**src/rtl/hb_interp_ctrl.sv**
```systemverilog
// hb_interp_ctrl: sequencer and coefficient manager for the 4x halfband interpolator.
// Generates the frame and half-rate clock enables and the zero-stuff phase selects.
// Flushes the datapath on start. Holds shadow/active coefficient banks for both stages,
// and applies commits only on frame boundaries.
// Ports:
//   sys_clk, reset        - clock, synchronous active-high reset
//   i_run                 - level; 1 = stream, 0 = stop at the next frame boundary
//   o_sam_clk_en          - 1-cycle pulse per 4-cycle frame (cnt == 3)
//   o_sys_clk2_en         - 1-cycle pulse every 2 cycles (cnt odd)
//   o_up1_sel, o_up2_sel  - zero-stuff selects (0 = pass sample, 1 = insert zero)
//   o_dp_clear            - datapath clear, held for FLUSH_CYC cycles on start
//   o_busy                - sequencer active (PRIME, RUN, STOP)
//   i_cfg_*/o_cfg_ready   - coefficient write port (valid/ready) and commit request
//   o_cfg_err             - pulse after a write to a structurally-zero tap
//   o_hb1_coef/o_hb2_coef - active taps, tap k at [k*WIDTH +: WIDTH]
module hb_interp_ctrl #(
   parameter int unsigned WIDTH     = 18,
   parameter int unsigned NCOEF     = 8,
   parameter int unsigned FLUSH_CYC = 16
) (
   input  logic                   sys_clk,
   input  logic                   reset,
   input  logic                   i_run,
   output logic                   o_sam_clk_en,
   output logic                   o_sys_clk2_en,
   output logic                   o_up1_sel,
   output logic                   o_up2_sel,
   output logic                   o_dp_clear,
   output logic                   o_busy,
   input  logic                   i_cfg_valid,
   output logic                   o_cfg_ready,
   input  logic                   i_cfg_filt,
   input  logic [2:0]             i_cfg_addr,
   input  logic [WIDTH-1:0]       i_cfg_data,
   input  logic                   i_cfg_commit,
   output logic                   o_cfg_err,
   output logic [NCOEF*WIDTH-1:0] o_hb1_coef,
   output logic [NCOEF*WIDTH-1:0] o_hb2_coef
);

   localparam int unsigned FW = (FLUSH_CYC > 1) ? $clog2(FLUSH_CYC) : 1;

   typedef enum logic [1:0] {StIdle, StPrime, StRun, StStop} state_e;

   state_e           r_state;
   state_e           w_state_nxt;
   logic [1:0]       r_cnt;
   logic [1:0]       w_cnt_nxt;
   logic [FW-1:0]    r_flush;
   logic             r_stop_req;
   logic             r_pend;
   logic             w_pend_nxt;
   logic             w_busy_run_nxt;
   logic             w_sam_nxt;
   logic             w_wr;
   logic             w_fixed;
   logic             w_wr_ok;
   logic             w_copy;
   logic [WIDTH-1:0] r_sh1  [NCOEF];
   logic [WIDTH-1:0] r_sh2  [NCOEF];
   logic [WIDTH-1:0] r_act1 [NCOEF];
   logic [WIDTH-1:0] r_act2 [NCOEF];
   logic [WIDTH-1:0] w_sh1_nxt [NCOEF];
   logic [WIDTH-1:0] w_sh2_nxt [NCOEF];

   // Default unique taps (0s18); odd taps below the centre are structurally zero.
   function automatic logic [WIDTH-1:0] def_coef(input logic filt, input int k);
      int v;
      case (k)
         0:       v = filt ? -322   : -348;
         2:       v = filt ? 3144   : 3274;
         4:       v = filt ? -15695 : -15925;
         6:       v = filt ? 78408  : 78535;
         7:       v = 131071;
         default: v = 0;
      endcase
      return v[WIDTH-1:0];
   endfunction

   // Sequencer next state
   always_comb begin
      w_state_nxt = r_state;
      w_cnt_nxt   = 2'd0;
      unique case (r_state)
         StIdle: begin
            if (i_run) w_state_nxt = StPrime;
         end
         StPrime: begin
            // A stop requested during the flush still streams exactly one frame.
            if (r_flush == FW'(FLUSH_CYC - 1)) begin
               w_state_nxt = (r_stop_req || !i_run) ? StStop : StRun;
            end
         end
         StRun: begin
            w_cnt_nxt = r_cnt + 2'd1;
            if (!i_run) w_state_nxt = StStop;
         end
         StStop: begin
            w_cnt_nxt = r_cnt + 2'd1;
            if (r_cnt == 2'd3) w_state_nxt = StIdle;
         end
         default: w_state_nxt = StIdle;
      endcase
   end

   assign w_busy_run_nxt = (w_state_nxt == StRun) || (w_state_nxt == StStop);
   assign w_sam_nxt      = w_busy_run_nxt && (w_cnt_nxt == 2'd3);

   // Coefficient write / commit
   assign w_wr    = i_cfg_valid && o_cfg_ready;
   assign w_fixed = (i_cfg_addr == 3'd1) || (i_cfg_addr == 3'd3) || (i_cfg_addr == 3'd5);
   assign w_wr_ok = w_wr && !w_fixed;
   // Copy lands on the edge into the sam_clk_en cycle so a frame never mixes banks.
   assign w_copy  = ((r_state == StIdle) && (i_cfg_commit || r_pend)) || (r_pend && w_sam_nxt);

   always_comb begin
      w_sh1_nxt = r_sh1;
      w_sh2_nxt = r_sh2;
      if (w_wr_ok) begin
         if (i_cfg_filt) w_sh2_nxt[i_cfg_addr] = i_cfg_data;
         else            w_sh1_nxt[i_cfg_addr] = i_cfg_data;
      end
   end

   // Pending stays set through the boundary cycle and clears after it.
   always_comb begin
      if (r_state == StIdle)           w_pend_nxt = 1'b0;
      else if (r_pend && o_sam_clk_en) w_pend_nxt = 1'b0;
      else if (i_cfg_commit)           w_pend_nxt = 1'b1;
      else                             w_pend_nxt = r_pend;
   end

   always_ff @(posedge sys_clk) begin
      if (reset) begin
         r_state       <= StIdle;
         r_cnt         <= 2'd0;
         r_flush       <= '0;
         r_stop_req    <= 1'b0;
         r_pend        <= 1'b0;
         o_sam_clk_en  <= 1'b0;
         o_sys_clk2_en <= 1'b0;
         o_up1_sel     <= 1'b0;
         o_up2_sel     <= 1'b0;
         o_dp_clear    <= 1'b0;
         o_busy        <= 1'b0;
         o_cfg_err     <= 1'b0;
         for (int k = 0; k < NCOEF; k++) begin
            r_sh1[k]  <= def_coef(1'b0, k);
            r_sh2[k]  <= def_coef(1'b1, k);
            r_act1[k] <= def_coef(1'b0, k);
            r_act2[k] <= def_coef(1'b1, k);
         end
      end else begin
         r_state       <= w_state_nxt;
         r_cnt         <= w_cnt_nxt;
         r_flush       <= (r_state == StPrime) ? r_flush + 1'b1 : '0;
         r_stop_req    <= (r_state == StPrime) && (r_stop_req || !i_run);
         r_pend        <= w_pend_nxt;
         o_sam_clk_en  <= w_sam_nxt;
         o_sys_clk2_en <= w_busy_run_nxt && w_cnt_nxt[0];
         o_up1_sel     <= w_cnt_nxt[1];
         o_up2_sel     <= w_cnt_nxt[0];
         o_dp_clear    <= (w_state_nxt == StPrime);
         o_busy        <= (w_state_nxt != StIdle);
         o_cfg_err     <= w_wr && w_fixed;
         r_sh1         <= w_sh1_nxt;
         r_sh2         <= w_sh2_nxt;
         if (w_copy) begin
            r_act1 <= w_sh1_nxt;
            r_act2 <= w_sh2_nxt;
         end
      end
   end

   assign o_cfg_ready = !r_pend;

   always_comb begin
      for (int k = 0; k < NCOEF; k++) begin
         o_hb1_coef[k*WIDTH +: WIDTH] = r_act1[k];
         o_hb2_coef[k*WIDTH +: WIDTH] = r_act2[k];
      end
   end

endmodule
```
**config.mk**
```make
export PLATFORM = sky130hd
export DESIGN_NAME = hb_interp_ctrl
export DESIGN_NICKNAME = d
export VERILOG_FILES = /design/src/rtl/hb_interp_ctrl.sv
export SDC_FILE = /design/constraint.sdc
export NUM_CORES = 1
export LEC_CHECK = 0
export ABC_CLOCK_PERIOD_IN_PS = 2600
export CORE_MARGIN = 5
export CORE_UTILIZATION = 40
export CTS_CLUSTER_DIAMETER = 60
export DETAILED_ROUTE_END_ITERATION = 16
export PLACE_DENSITY_LB_ADDON = 0.1
export SYNTH_ARGS = -nofsm -noshare
export SYNTH_HDL_FRONTEND = slang
export SYNTH_SLANG_ARGS = --single-unit
```
**constraint.sdc**
```tcl
create_clock -name sys_clk -period 2.6 [get_ports sys_clk]
set_input_delay 0.65 -clock sys_clk [delete_from_list [all_inputs] [get_ports sys_clk]]
set_output_delay 0.65 -clock sys_clk [all_outputs]
set_load 0.01 [all_outputs]
```
==> flow_metrics.env <==
export IMPL_status="finished, final reports clean"
export IMPL_p_leak_nw=9.97
export IMPL_clock_sinks=591
export IMPL_chip_width_um=231
export IMPL_setup_viol=0
export IMPL_clk_latency_ps=610
export IMPL_finalCriticalPeriod_ps=2320
export IMPL_post_synth_instance_area_um2=19600
export IMPL_cellPowerDensity_nw_per_um2=741
export IMPL_cts_root_buffer="clkbuf_16"
export IMPL_yosysMostFrequentCell="dfxtp_1"
export IMPL_syn_num_nets=1994
export IMPL_grt_pass1_wl_um=82100
export IMPL_cp_data_required_time_ps=1950
export IMPL_floorplan_initialDensity_pct=40.2
export IMPL_min_period_over_period_pct=89.3
export IMPL_pwr_share_seq_pct=48.7
export IMPL_worstPathMaxFanout=9
export IMPL_synth_area_top_cells="dfxtp_1, mux2i_1, a21oi_1"
export IMPL_place_congestion=0.771
export IMPL_share_comb_of_total_power_pct=6.4
export IMPL_place_hpwl_um=34900
export IMPL_worst_endpoint_arrival_ps=1670
export IMPL_global_route_usage_total_pct=19.4
export IMPL_number_of_global_route_vias_before_repair=13791
export IMPL_rsz0062_at_grt="false"
export IMPL_post_route_cells_drive_above_1_share_pct=7.49
export IMPL_synth_yosys_warnings=0
export IMPL_skew_ps=16.8
export IMPL_layout_nets=2278
export IMPL_power_net_switching_mw=4.28
export IMPL_hold_viol=0
export IMPL_n_antenna_cell=0
export IMPL_netlist_instances=1965
export IMPL_area_growth_synth_to_final_pct=31.5
export IMPL_ys_async_sr_fraction_pct=0
export IMPL_worst_slew_margin_rel_pct=56.4
export IMPL_io_pins=323
export IMPL_power_switching_fraction_pct=22.4
export IMPL_antenna_left=0
export IMPL_number_of_enable_type_register_cells_in_the_synthesized_netlist=0
export IMPL_port_buffers=322
export IMPL_worstSetupPathType="flop to output pin"
export IMPL_chipHeight_um=231
export IMPL_drt_total_wl_um=54100
export IMPL_vias=14202
export IMPL_timing_critical_path_to_type="output pin"
export IMPL_max_slew_worst_pin_slew_ps=655
export IMPL_synth_seq_cells=591
export IMPL_grt_start_max_net_pins=90
export IMPL_crit_path_start_kind="flop"
export IMPL_route_detailed_wl_per_inst_um=18.3
export IMPL_floorplan_core_area_um2=48700
export IMPL_clock_power_share_pct=44.9
export IMPL_synth_top_cell_area_share_pct=60.4
export IMPL_rows=81
export IMPL_firstDrtPassIters=5
export IMPL_synthDistinctLibCells=38
export IMPL_postCtsHoldBufs=0
export IMPL_cts_inserted_buffers=59
export IMPL_dominantRegCellSynth="dfxtp_1"
export IMPL_worstHoldPathType="flop to flop"
export IMPL_synth_avg_cell_area_um2=9.97
export IMPL_internal_power_mw=14.8
export IMPL_clk_path_buf_depth=3
export IMPL_cts_max_level=2
export IMPL_fin_tns_setup_ps=0
export IMPL_clock_tree_from_tritoncts="yes"
export IMPL_seq_area_frac_synth_pct=60.4
export IMPL_hold_worst_slack_ps=447
export IMPL_yosys_area_top_type="dfxtp_1"
export IMPL_number_of_antenna_violations_at_the_first_check_in_global_routing=0
export IMPL_vdd_ir_drop_worst_mv=0.416
export IMPL_maxCapViolations=0
export IMPL_cts_reportedPaths_clkPinSlew_ps=60
export IMPL_grt_overflow_total=0
export IMPL_via_per_inst=4.80
export IMPL_total_count_of_max_transition_violations_in_the_final_report=0
export IMPL_drt_drc_violations_left=0
export IMPL_synth_top_cells_by_count="dfxtp_1, nand2_1, a21oi_1"
export IMPL_max_clock_freq_mhz=431
export IMPL_drt_iter0_markers=760
export IMPL_floorplan_die_area_um2=53500
## final cells by class
cell class                      instances  area, um2
Clock buffer                           93       1800
Clock inverter                         14        193
Fill cell                            4396      23000
Inverter                                2       7.51
Multi-Input combinational cell       1206       7060
Sequential cell                       591      11800
Tap cell                              664        831
Timing Repair Buffer                  389       4040
## power groups by stage
stage | Sequential (mW) | Combinational [mW] | Clock (mW)
floorplan | 9.51 | 0.598 | 0
global placement | 9.50 | 1.23 | 0
detailed placement | 9.50 | 1.24 | 0
CTS | 9.30 | 1.24 | 8.80
global route | 9.31 | 1.33 | 9.20
finish | 9.30 | 1.23 | 8.57
## cells in the final DEF, fill, tap and decap left out, types with 4 or more instances in the layout
| cell | count |
|---|---|
| nand2_2 | 4 |
| a211oi_1 | 75 |
| clkdlybuf4s50_1 | 321 |
| dfxtp_1 | 590 |
| a21oi_1 | 214 |
| clkinv_2 | 6 |
| nor2_1 | 161 |
| nand2_1 | 219 |
| nand2b_1 | 106 |
| clkbuf_16 | 60 |
| nor3_1 | 105 |
| mux2i_1 | 181 |
| nor2b_1 | 111 |
| buf_4 | 42 |
| buf_12 | 25 |
| clkbuf_1 | 16 |
| clkbuf_8 | 17 |
| bufinv_16 | 4 |
## worst max-delay path, stage by stage (launching register included)
cell	delay (ps)
dfxtp_2	510
inv_1	70
clkdlybuf4s50_1	500
## worst paths after layout
kind | from | end | slack [ps] | cells after the start
hold / removal | r_sh2[37]$_SDFF_PP0_ | o_hb2_coef[91]$_SDFFE_PP0P_ | 450 | 2
hold reg to reg | r_sh2[37]$_SDFF_PP0_ | o_hb2_coef[91]$_SDFFE_PP0P_ | 450 | 2
setup reg to reg | r_cnt[0]$_SDFF_PP0_ | o_hb1_coef[49]$_SDFFE_PP0P_ | 600 | 7
setup / recovery | r_pend$_SDFFE_PP0P_ | o_cfg_ready | 280 | 2
## logic make-up after synthesis
kind of cell               count (synthesis)  synth area share [%]
AOI/OAI and AO/OA                        295                  8.60
and+or+nand+nor                          726                  17.8
xor gates and xnor gates                   2                0.0894
buffers and inverters                    168                  3.75
adders and majority gates                  2                 0.128
muxes                                    181                  9.25
DFF                                      591                  60.4
## flip-flops by register name, summed over array words and instances (netlist names), 2 cells and up
register    flops
r_sh1         144
r_sh2         144
o_hb2_coef    144
r_state         2
r_flush         4
o_hb1_coef    144
## metal layers
metal | up-vias | global-route usage [%] | part of all wire, %
met1 | 6704 | 26.9 | 47
met5 | - | 0 | 0
met2 | 310 | 29.8 | 44
met4 | 0 | 5.70 | 2.3
li1 | 7115 | - | -
met3 | 73 | 5.22 | 6.2
## stage by stage
step / instance area [um2] / power, mW / util (%) / cells / setup slack (ps)
2_1_floorplan: 19600 / 10.1 / - / 1965 / 656
3_5_place_dp: 23800 / 10.7 / 48.8 / 2852 / 21.7
4_1_cts: 25800 / 19.3 / 52.9 / 2959 / 43.0
6_report: 25800 / 19.1 / 52.9 / 2959 / 279
3_3_place_gp: 23800 / 10.7 / 48.8 / 2852 / 133
5_1_grt: 25800 / 19.8 / 52.9 / 2959 / 182
## what timing repair did
action                                  4_1_cts  5_1_grt
endpoints found under the setup margin        0        1
setup buffers                                 0        0
gates resized for setup                       0        1
Power figures use the tool's default switching activity.
